$ cat config.mk
export PLATFORM = sky130hd
export DESIGN_NAME = hazard_ctrl_flat
export DESIGN_NICKNAME = d
export VERILOG_FILES = /design/src/rtl/hazard_ctrl_if.sv /design/src/rtl/hazard_ctrl.sv /design/src/flat_wrapper.sv
export SDC_FILE = /design/constraint.sdc
export NUM_CORES = 1
export LEC_CHECK = 0
export BUFFER_PORTS_ARGS = -buffer_cell sky130_fd_sc_hd__buf_2
export CAP_MARGIN = 20
export CORE_AREA = 2 2 69 85
export CTS_CLUSTER_SIZE = 14
export DETAILED_ROUTE_END_ITERATION = 10
export DIE_AREA = 0 0 71 87
export PLACE_DENSITY = 0.7
export REMOVE_ABC_BUFFERS = 1
export SLEW_MARGIN = 0
export SYNTH_ARGS = -nofsm -noshare
export SYNTH_HDL_FRONTEND = slang
export SYNTH_SLANG_ARGS = --single-unit
$ cat constraint.sdc
create_clock -name clk -period 3.6 [get_ports clk]
set_clock_uncertainty 0.05 [all_clocks]
set_input_delay 0.18 -clock clk [delete_from_list [all_inputs] [get_ports clk]]
set_output_delay 0.18 -clock clk [all_outputs]
set_load 0.05 [all_outputs]
$ cat src/rtl/hazard_ctrl_if.sv
// Hazard-controller bundle: pipeline-side operand/stage info in, forwarding selects and stall controls out.
// Port names follow the pipeline's existing signal names.
interface hazard_ctrl_if #(
  parameter int REGW = 5,
  parameter int NSRC = 2,
  parameter int NFWD = 2,
  parameter int CNTW = 32,
  parameter int SELW = $clog2(NFWD + 1)
);
  logic                 id_valid;
  logic [NSRC*REGW-1:0] id_rs;
  logic [NSRC*REGW-1:0] ex_rs;
  logic [REGW-1:0]      ex_rd;
  logic                 ex_wb;
  logic                 ex_is_load;
  logic [NFWD*REGW-1:0] stg_rd;
  logic [NFWD-1:0]      stg_wb;
  logic [NFWD-1:0]      stg_ok;
  logic                 mem_busy;
  logic                 flush;

  logic [NSRC*SELW-1:0] fwd_sel;
  logic [NSRC-1:0]      fwd_notready;
  logic                 pc_hold;
  logic                 ifid_hold;
  logic                 idex_bubble;
  logic                 pipe_freeze;
  logic [CNTW-1:0]      stall_cnt;

  modport master (
    output id_valid, id_rs, ex_rs, ex_rd, ex_wb, ex_is_load,
           stg_rd, stg_wb, stg_ok, mem_busy, flush,
    input  fwd_sel, fwd_notready, pc_hold, ifid_hold, idex_bubble,
           pipe_freeze, stall_cnt
  );

  modport slave (
    input  id_valid, id_rs, ex_rs, ex_rd, ex_wb, ex_is_load,
           stg_rd, stg_wb, stg_ok, mem_busy, flush,
    output fwd_sel, fwd_notready, pc_hold, ifid_hold, idex_bubble,
           pipe_freeze, stall_cnt
  );
endinterface

$ cat src/rtl/hazard_ctrl.sv
// Operand forwarding select and load-use stall sequencing for the in-order pipeline.
//   state  | meaning
//   RUN    | no stall in progress; stall outputs follow the live load-use detect
//   LSTALL | extra load-use stall cycles pending, count held in rem
module hazard_ctrl #(
  parameter int REGW     = 5,
  parameter int NSRC     = 2,
  parameter int NFWD     = 2,
  parameter int LOAD_STG = 2,
  parameter int CNTW     = 32,
  parameter int SELW     = $clog2(NFWD + 1)
) (
  input  logic         clk,
  input  logic         rst,
  hazard_ctrl_if.slave bus
);

  localparam int REMW = (LOAD_STG > 2) ? $clog2(LOAD_STG - 1) : 1;

  typedef enum logic {
    RUN,
    LSTALL
  } stateT;

  stateT                state;
  stateT                stateNxt;
  logic [REMW-1:0]      rem;
  logic [REMW-1:0]      remNxt;
  logic [CNTW-1:0]      stallCnt;
  logic                 stallOut;
  logic                 srcHit;
  logic                 hz;
  logic [NSRC*SELW-1:0] fwdSel;
  logic [NSRC-1:0]      fwdNotReady;

  // Scan oldest to youngest so the nearest matching stage is the last one written,
  // even when that stage is not ready yet.
  always_comb begin
    fwdSel      = '0;
    fwdNotReady = '0;
    for (int i = 0; i < NSRC; i++) begin
      for (int k = NFWD; k >= 1; k--) begin
        if (bus.stg_wb[k-1] &&
            (bus.stg_rd[(k-1)*REGW +: REGW] == bus.ex_rs[i*REGW +: REGW]) &&
            (bus.ex_rs[i*REGW +: REGW] != '0)) begin
          fwdSel[i*SELW +: SELW] = SELW'(k);
          fwdNotReady[i]         = ~bus.stg_ok[k-1];
        end
      end
    end
  end

  always_comb begin
    srcHit = 1'b0;
    for (int i = 0; i < NSRC; i++) begin
      if (bus.id_rs[i*REGW +: REGW] == bus.ex_rd) srcHit = 1'b1;
    end
  end

  assign hz = bus.id_valid & bus.ex_wb & bus.ex_is_load & (bus.ex_rd != '0) &
              srcHit & ~bus.flush;

  always_comb begin
    stateNxt = state;
    remNxt   = rem;
    stallOut = 1'b0;
    case (state)
      RUN: begin
        stallOut = hz;
        if (hz && (LOAD_STG > 2)) begin
          stateNxt = LSTALL;
          remNxt   = REMW'(LOAD_STG - 2);
        end
      end
      LSTALL: begin
        stallOut = ~bus.flush;
        if (bus.flush || (rem == REMW'(1))) begin
          stateNxt = RUN;
          remNxt   = '0;
        end else begin
          remNxt = rem - REMW'(1);
        end
      end
      default: begin
        stateNxt = RUN;
        remNxt   = '0;
      end
    endcase
  end

  // A busy memory freezes every register here, so the next-state logic needs no busy term.
  always_ff @(posedge clk) begin
    if (rst) begin
      state    <= RUN;
      rem      <= '0;
      stallCnt <= '0;
    end else if (!bus.mem_busy) begin
      state <= stateNxt;
      rem   <= remNxt;
      if (stallOut && (stallCnt != '1)) stallCnt <= stallCnt + CNTW'(1);
    end
  end

  assign bus.fwd_sel      = fwdSel;
  assign bus.fwd_notready = fwdNotReady;
  assign bus.pc_hold      = stallOut;
  assign bus.ifid_hold    = stallOut;
  assign bus.idex_bubble  = stallOut;
  assign bus.pipe_freeze  = bus.mem_busy;
  assign bus.stall_cnt    = stallCnt;

endmodule
$ cat src/flat_wrapper.sv
// flat-port wrapper written by rule: the top's interface ports become plain ports
module hazard_ctrl_flat 
#(
  parameter int REGW     = 5,
  parameter int NSRC     = 2,
  parameter int NFWD     = 2,
  parameter int LOAD_STG = 2,
  parameter int CNTW     = 32,
  parameter int SELW     = $clog2(NFWD + 1)
)
  (clk, rst, bus_id_valid, bus_id_rs, bus_ex_rs, bus_ex_rd, bus_ex_wb, bus_ex_is_load, bus_stg_rd, bus_stg_wb, bus_stg_ok, bus_mem_busy, bus_flush, bus_fwd_sel, bus_fwd_notready, bus_pc_hold, bus_ifid_hold, bus_idex_bubble, bus_pipe_freeze, bus_stall_cnt);
  hazard_ctrl_if #(.REGW(REGW), .NSRC(NSRC), .NFWD(NFWD), .CNTW(CNTW), .SELW(SELW)) bus_i ();
  input  logic clk;
  input  logic rst;
  input wire logic [$bits(bus_i.id_valid)-1:0] bus_id_valid;
  input wire logic [$bits(bus_i.id_rs)-1:0] bus_id_rs;
  input wire logic [$bits(bus_i.ex_rs)-1:0] bus_ex_rs;
  input wire logic [$bits(bus_i.ex_rd)-1:0] bus_ex_rd;
  input wire logic [$bits(bus_i.ex_wb)-1:0] bus_ex_wb;
  input wire logic [$bits(bus_i.ex_is_load)-1:0] bus_ex_is_load;
  input wire logic [$bits(bus_i.stg_rd)-1:0] bus_stg_rd;
  input wire logic [$bits(bus_i.stg_wb)-1:0] bus_stg_wb;
  input wire logic [$bits(bus_i.stg_ok)-1:0] bus_stg_ok;
  input wire logic [$bits(bus_i.mem_busy)-1:0] bus_mem_busy;
  input wire logic [$bits(bus_i.flush)-1:0] bus_flush;
  output wire logic [$bits(bus_i.fwd_sel)-1:0] bus_fwd_sel;
  output wire logic [$bits(bus_i.fwd_notready)-1:0] bus_fwd_notready;
  output wire logic [$bits(bus_i.pc_hold)-1:0] bus_pc_hold;
  output wire logic [$bits(bus_i.ifid_hold)-1:0] bus_ifid_hold;
  output wire logic [$bits(bus_i.idex_bubble)-1:0] bus_idex_bubble;
  output wire logic [$bits(bus_i.pipe_freeze)-1:0] bus_pipe_freeze;
  output wire logic [$bits(bus_i.stall_cnt)-1:0] bus_stall_cnt;
  assign bus_i.id_valid = bus_id_valid;
  assign bus_i.id_rs = bus_id_rs;
  assign bus_i.ex_rs = bus_ex_rs;
  assign bus_i.ex_rd = bus_ex_rd;
  assign bus_i.ex_wb = bus_ex_wb;
  assign bus_i.ex_is_load = bus_ex_is_load;
  assign bus_i.stg_rd = bus_stg_rd;
  assign bus_i.stg_wb = bus_stg_wb;
  assign bus_i.stg_ok = bus_stg_ok;
  assign bus_i.mem_busy = bus_mem_busy;
  assign bus_i.flush = bus_flush;
  assign bus_fwd_sel = bus_i.fwd_sel;
  assign bus_fwd_notready = bus_i.fwd_notready;
  assign bus_pc_hold = bus_i.pc_hold;
  assign bus_ifid_hold = bus_i.ifid_hold;
  assign bus_idex_bubble = bus_i.idex_bubble;
  assign bus_pipe_freeze = bus_i.pipe_freeze;
  assign bus_stall_cnt = bus_i.stall_cnt;
  hazard_ctrl #(.REGW(REGW), .NSRC(NSRC), .NFWD(NFWD), .LOAD_STG(LOAD_STG), .CNTW(CNTW), .SELW(SELW)) u_core (.clk(clk), .rst(rst), .bus(bus_i));
endmodule
# Yosys cells after proc, flatten, opt, wreduce, memory -nomap -nowiden
# Cells that the tools add are included.
# Widths: inputs -> output; s select.
# op_classes
multipliers	0
reduce_logical	15
n_addsub	2
div	0
n_shift	0
n_bitwise	10
muxes	14
n_lt_le_gt_ge	0
n_eq_ne	7
# op_table
operator	count
$add 32x1->32 const B	1
$ne 32x32->1 const B	1
$eq 5x5->1	6
$reduce_bool 5->1	3
$logic_and 1x1->1	9
$mux 1	9
$mux 2	4
$and 1x1->1	5
$not 1->1	5
$reduce_and 2->1	2
$pmux 1 s2	1
$logic_or 1x1->1	1
$sub 1x1->1 const B	1
# totals
word_cells	51
ff_bits	34
inputBits	46
ramBits	0
n_memories	0
output_inout_bits	42
romBits	0
latch_bits	0

# Longest topological paths before layout
# Gate-level depths: netlist (run 1).
# logic_depth
ltp_word	8
ltp_mapped	8

# Worst setup path after synthesis (run 1)
# OpenSTA, ideal clock, no wires.
# synth_path
path_type	input-to-output
startpoint	input bus_ex_rs[1]
endpoint	output bus_fwd_notready[0]
slack_ns	0.017
t_arrival_ns	3.353
path_buffers	0
required_time_ns	3.370
path_stages	5
cell_sequence	or4_1 > nor2_1 > nor4_1 > nor4_1 > a22o_1
# synth_between
elab_chain_cells	5
word_cells_on_any_way	9
cone_classes	2 x eq/ne; 2 x mux; 5 x reduce/logical
# synth_lines
element	line	rtl
from (decl)	flat_wrapper.sv:17	input wire logic [$bits(bus_i.ex_rs)-1:0] bus_ex_rs;
$eq 5x5->1	hazard_ctrl.sv:44	(bus.stg_rd[(k-1)*REGW +: REGW] == bus.ex_rs[i*REGW +: REGW]) &&
$logic_and 1x1->1	hazard_ctrl.sv:43	if (bus.stg_wb[k-1] &&
$logic_and 1x1->1	hazard_ctrl.sv:44	
$mux 1	hazard_ctrl.sv:43	
$mux 1 (*)	hazard_ctrl.sv:43	
to (decl)	flat_wrapper.sv:27	output wire logic [$bits(bus_i.fwd_notready)-1:0] bus_fwd_notready;
# Every way passes the cells marked *; elsewhere a longest branch is shown, timed or not.

# Worst setup path after layout (run 1)
# layout_path
startpoint	register u_core.stallCnt[10] (netlist: u_core.bus.stall_cnt[10])
endpoint	register u_core.stallCnt[19] (netlist: u_core.bus.stall_cnt[19])
# layout_between
elab_chain_cells	3
word_cells_on_any_way	4
cone_classes	1 x add/sub; 1 x eq/ne; 2 x reduce/logical
# layout_lines
element	line	rtl
from (decl)	hazard_ctrl.sv:29	logic [CNTW-1:0] stallCnt;
from (signal assigned)	hazard_ctrl.sv:100	if (stallOut && (stallCnt != '1)) stallCnt <= stallCnt + CNTW'(1);
branches (longest 3 deep; another with $add 32x1->32)	--	
# Parallel ways; which one is timed is not known.
# A chain may end at the register's enable or synchronous reset.

==> results.json, run 1 <==
{
  "synth_area_leaders": "dfxtp_1 (33%), xnor2_1 (11%), xor2_1 (10%), nor2_1 (5.9%), nand4_1 (4.8%)",
  "r2r-end": "u_core.bus.stall_cnt[19]",
  "setup_viol": 0,
  "path_cells": "and4_1, and3_4, and2_4, a21boi_4, nand3_4, nor4_1, mux2_2",
  "die_x_um": 71,
  "regArea_sq_um": 681,
  "ys_warn_count": 0,
  "hp-class": "primary input to flop",
  "fillers": 565,
  "clockRootBuffer": "clkbuf_8",
  "insertion_delay_ps": 290,
  "synth_top_area_cell": "dfxtp_1",
  "drive_above_1_share": 0.297,
  "synth.cells.most_frequent": "dfxtp_1 (34), nor2_1 (33), xnor2_1 (27), xor2_1 (25), nand2_1 (20)",
  "netlist_area_sq_um": 2090,
  "final_area_sq_um": 2630,
  "start_kind": "flop",
  "fin_nets": 388,
  "reg2reg_from": "u_core.bus.stall_cnt[10]",
  "fp.coreArea_sq_um": 5440,
  "grt_max_degree": 36,
  "cts_sinks": 34,
  "dr.pass1.iters": 4,
  "yosysTopAreaCellShare": 0.326,
  "grt_first_pass_wirelength_mm": 8.65,
  "min_to": "u_core.state",
  "fp.dieArea_sq_um": 6180,
  "num_rows": 30,
  "rrSetupSlack_ps": 1280,
  "post_cts_buffers": 0,
  "async_flop_share": 0,
  "path_class": "flop to flop",
  "cts_buffers": 5,
  "cp_slowest_stage_delay_ps": 420,
  "hold_viol_final": 0,
  "path_buf_inv": 0,
  "die_y_um": 87,
  "ys.flop_type": "dfxtp_1",
  "ant_nets": 0,
  "maxCapViolations": 0,
  "vias": 2103,
  "synth-edff-count": 0,
  "clock.fmax_mhz": 431,
  "grt_usage": 0.172,
  "end_kind": "flop",
  "leakage_nw": 1.11,
  "numPortBuffers": 87,
  "ir_drop_v": 0.000231,
  "antenna_found_initial": 0,
  "gr-total-overflow": 0,
  "period_share": 0.645,
  "crit_family": "simple AND/OR/NAND/NOR gates",
  "setup_tns_ps": 0,
  "start_util": 0.383,
  "dp_hpwl_mm": 3.92,
  "avgSynthCellArea_sq_um": 8.06,
  "rsz0062_at_grt": "no",
  "drt-total-wl_mm": 5.14,
  "yosysMostFrequentCell": "dfxtp_1",
  "cp_max_fo": 17,
  "clk_pin_slew_ps": 70,
  "worst_ep_arrival_time_ps": 2450,
  "yosysSeqAreaShare": 0.326,
  "cp_slowest_cell": "a21boi_4",
  "required_ps": 3730,
  "vias_per_cell": 5.21,
  "drt_iter0_markers": 45,
  "wl_per_cell_um": 12.7,
  "syn_to_final_growth_pct": 25.9,
  "gp_congestion": 0.763,
  "cts_max_level": 2,
  "finalCriticalPeriod_ps": 2320,
  "drc_errors": 0,
  "synth_cells": 259,
  "multiInputGateArea_sq_um": 1330,
  "drv_slew": 0,
  "place_area_sq_um": 2540,
  "power_density_nw_per_um2": 288,
  "ys_ff_latch": 34,
  "cts_tree": "yes",
  "synth_cell_types": 36,
  "cts.repair.resized": 0,
  "reg2regPathDepth": 7,
  "io_pins": 88,
  "worst_pin_slew_ps": 794,
  "min_path_cells": 3,
  "antennaDiodeCount": 0,
  "slew-limit-headroom": 0.471,
  "clk_path_buf_depth": 2,
  "hold_buffers": 0,
  "grt_pass1_vias": 2024,
  "hp-start": "bus_mem_busy",
  "status": "complete, no violations"
}
[cell families after synthesis]
logic type | Yosys count | synth area share
buffers and inverters | 16 | 0.0348
DFF | 34 | 0.326
and+or+nand+nor | 131 | 0.336
muxes | 2 | 0.0102
xor gates and xnor gates | 52 | 0.218
adders and majority gates | 1 | 0.00599
AOI/OAI and AO/OA | 23 | 0.0684
[report_power, final]
| group | total, mW | internal, mW | switching [mW] |
|---|---|---|---|
| logic | 0.0984 | 0.0455 | 0.0529 |
| clock network | 0.283 | 0.147 | 0.135 |
| registers | 0.376 | 0.376 | 0.0000428 |
[state kept, by name, indices dropped and copies added, names as in the netlist]
register and flops:
u_core.state 1, u_core.rem 1, u_core.bus.stall_cnt 32
[worst max-delay path by stage]
stage	end	startpoint	slack, ps	cells after the start
after global placement	u_core.bus.stall_cnt[19]	bus_ex_rd[4]	1240	8
after global routing	u_core.bus.stall_cnt[26]	u_core.bus.stall_cnt[14]	1090	7
final	u_core.bus.stall_cnt[19]	u_core.bus.stall_cnt[10]	1280	7
after detailed placement	u_core.bus.stall_cnt[19]	bus_ex_rd[2]	1180	8
after CTS	u_core.bus.stall_cnt[19]	u_core.bus.stall_cnt[9]	1250	7
after floorplan	bus_fwd_notready[0]	bus_ex_rs[1]	20	5
[cell usage in the layout (no fill, tap or decap), drive strengths merged, types with 6 or more instances in the layout]
cell,Yosys,final
xnor2,27,27
nand3,20,20
nor3,8,8
or3,7,7
nand4,16,16
xor2,25,25
nor2,33,33
dfxtp,34,34
clkbuf,8,6
o21ai,7,7
nand2,20,20
and3,7,7
a21oi,10,10
buf,4,87
[through the flow]
step / instances / utilization / power (mW) / hold slack (ps) / setup slack [ps]
after floorplan: 247 / - / 0.431 / 199 / 17.1
after global placement: 398 / 0.468 / 0.482 / 421 / 1240
after detailed placement: 398 / 0.468 / 0.483 / 429 / 1180
after CTS: 404 / 0.483 / 0.767 / 158 / 1250
after global routing: 404 / 0.483 / 0.792 / 170 / 1090
final: 404 / 0.483 / 0.757 / 166 / 1280
[routing by layer]
| metal | vias up | wire length (um) | part of all wire | track usage |
|---|---|---|---|---|
| met5 | - | 0 | 0 | 0 |
| met4 | 0 | 46 | 0.0090 | 0.0463 |
| met3 | 5 | 361 | 0.070 | 0.0498 |
| met2 | 68 | 2610 | 0.51 | 0.331 |
| met1 | 972 | 2120 | 0.41 | 0.182 |
| li1 | 1058 | - | - | - |
[final cells by class]
cell class | count | share of cell area
clock buffer | 6 | 0.0314
tap | 64 | 0.0305
multi-input combinational | 209 | 0.508
inverter | 4 | 0.00571
timing repair buffer | 87 | 0.166
sequential | 34 | 0.259
[worst reg2reg max path: stages, from the launching register on]
cell      delay [ps]
dfxtp_1          330
and4_1           220
and3_4           210
and2_4           170
a21boi_4         420
nand3_4          160
nor4_1           300
mux2_2           360
Power figures use the tool's default switching activity.
==> run 2: changes to the inputs <==
--- a/config.mk
+++ b/config.mk
@@ -11,7 +11,7 @@
 export CTS_CLUSTER_SIZE = 14
 export DETAILED_ROUTE_END_ITERATION = 10
 export DIE_AREA = 0 0 71 87
-export PLACE_DENSITY = 0.7
+export PLACE_DENSITY = 0.73
 export REMOVE_ABC_BUFFERS = 1
 export SLEW_MARGIN = 0
 export SYNTH_ARGS = -nofsm -noshare
==> constraint.sdc (replaced) <==
create_clock -name clk -period 1.9 [get_ports clk]
set_clock_uncertainty 0.05 [all_clocks]
set_input_delay 0.095 -clock clk [delete_from_list [all_inputs] [get_ports clk]]
set_output_delay 0.095 -clock clk [all_outputs]
set_load 0.05 [all_outputs]
==> run 2 against run 1 <==
The flow now finishes with violations (negative setup slack). Sequential power up 89%. Clock power up 95%. First-iteration DRC count shrank 8.9%. Worst hold slack worse by 89 ps. Sequential share of layout area decreased by 4.8 points. Routed wire length is 19% higher. Fmax increased by 20%. Critical endpoint is now u_core.bus.stall_cnt[17].
==> results.json, run 2 (synthesis gave the netlist of run 1 again) <==
{
  "gr-total-overflow": 0,
  "insertion_delay_ps": 290,
  "drt-total-wl_mm": 6.10,
  "rsz0062_at_grt": "yes",
  "cts_sinks": 34,
  "cts_buffers": 5,
  "cp_max_fo": 5,
  "cts_max_level": 2,
  "grt_first_pass_wirelength_mm": 9.73,
  "end_kind": "flop",
  "num_rows": 30,
  "start_kind": "flop",
  "violations": "negative setup slack",
  "clockRootBuffer": "clkbuf_8",
  "vias_per_cell": 5.04,
  "fillers": 497,
  "die_y_um": 87,
  "grt_pass1_vias": 2264,
  "leakage_nw": 1.51,
  "clk_pin_slew_ps": 70,
  "grt_max_degree": 22,
  "dr.pass1.iters": 4,
  "layout_commonest_cell": "buf_2",
  "vias": 2363,
  "fp.dieArea_sq_um": 6180,
  "drive_above_1_share": 0.469,
  "setup_ws_ps": -28.4,
  "dp_hpwl_mm": 4.67,
  "clk_path_buf_depth": 2,
  "path_class": "flop to flop",
  "final_area_sq_um": 3250,
  "required_ps": 2080,
  "syn_to_final_growth_pct": 55.6,
  "largest_reg_flops": 32,
  "worst_ep_arrival_time_ps": 2110,
  "hold_viol_final": 0,
  "grt_usage": 0.196,
  "clock.fmax_mhz": 519,
  "finalCriticalPeriod_ps": 1930,
  "ant_nets": 0,
  "antenna_found_initial": 0,
  "reg2reg_from": "u_core.bus.stall_cnt[6]",
  "power_density_nw_per_um2": 456,
  "slew-limit-headroom": 0.721,
  "numPortBuffers": 87,
  "stdcell_count": 469,
  "fin_util": 0.597,
  "fp.coreArea_sq_um": 5440,
  "drt_iter0_markers": 41,
  "start_util": 0.383,
  "drv_slew": 0,
  "place_area_sq_um": 2970,
  "final_cell_mix": "buf_2 (85), buf_4 (62), nor2_1 (32)",
  "setup_viol": 5,
  "power.total_mw": 1.48,
  "wl_per_cell_um": 13.0,
  "period_share": 1.01,
  "io_pins": 88,
  "worst_pin_slew_ps": 414,
  "ir_drop_v": 0.000409,
  "place_inst": 454,
  "hold_buffers": 0,
  "maxCapViolations": 0,
  "crit_start": "u_core.bus.stall_cnt[6]",
  "cts_tree": "yes",
  "hp-start": "bus_mem_busy",
  "hp-class": "primary input to flop",
  "gp_congestion": 0.921,
  "antennaDiodeCount": 0,
  "fin_nets": 451,
  "die_x_um": 71,
  "drc_errors": 0,
  "status": "complete, but fails checks"
}
## run 2: cell types whose count changed in the layout (fill, tap and decap cells not counted), moves of 3 or more
cell,delta
buf_4,+62
dfxtp_1,-5
dfxtp_2,+5
a21oi_1,-4
a21oi_2,+4
buf_6,+3
nand3_1,-3
nand3_2,+3
nor4_1,-3
## run 2: timing repair
| action | in CTS | in global routing |
|---|---|---|
| pin swaps | 11 | 15 |
| gates resized for setup | 8 | 28 |
| cloned | 0 | 0 |
| hold endpoints to repair | 0 | 0 |
| setup buffers | 3 | 4 |
| endpoints found under the setup margin | 8 | 26 |
## run 2: metal layers
metal | up-vias | share of wire | global-route usage
met1 | 1081 | 0.38 | 0.203
met4 | 0 | 0.020 | 0.0806
met3 | 13 | 0.067 | 0.0475
met2 | 74 | 0.53 | 0.372
met5 | - | 0 | 0
li1 | 1195 | - | -
## run 2: metrics by stage
stage	setup WS [ps]	hold WS (ps)	setup TNS, ps
floorplan	-1510	114	-16510
global placement	-79.7	374	-121
detailed placement	-113	379	-401
CTS	-17.6	69.3	-23.0
global route	-99.7	73.2	-1150
finish	-28.4	76.7	-68.0
## run 2: critical path: stages (launching register included)
cell      delay (ps)
dfxtp_2          320
and4_4           190
and3_4           180
and2_4           150
a21boi_4         220
nand3_4          130
or4_4            510
a21oi_2          120
## run 2: final timing paths
path                                    to  slack (ps)  depth (start not counted)
setup / recovery  u_core.bus.stall_cnt[17]         -30                          7
hold reg to reg               u_core.state         450                          1
setup reg to reg  u_core.bus.stall_cnt[17]         -30                          7
hold / removal                u_core.state          80                          3
## run 2: where the power goes
part	switching, mW	internal [mW]	total [mW]
sequential	0.0000398	0.712	0.712
combinational	0.112	0.105	0.218
clock	0.260	0.292	0.552
total	0.372	1.11	1.48
## run 2: area by class of cell
class	instances	area, sq um	share of cell area
timing repair buffer	150	925	0.285
multi-input combinational	209	1450	0.446
clock buffer	7	86.3	0.0266
inverter	4	15.0	0.00462
sequential	34	687	0.211
clock inverter	1	5.00	0.00154
tap	64	80.1	0.0247
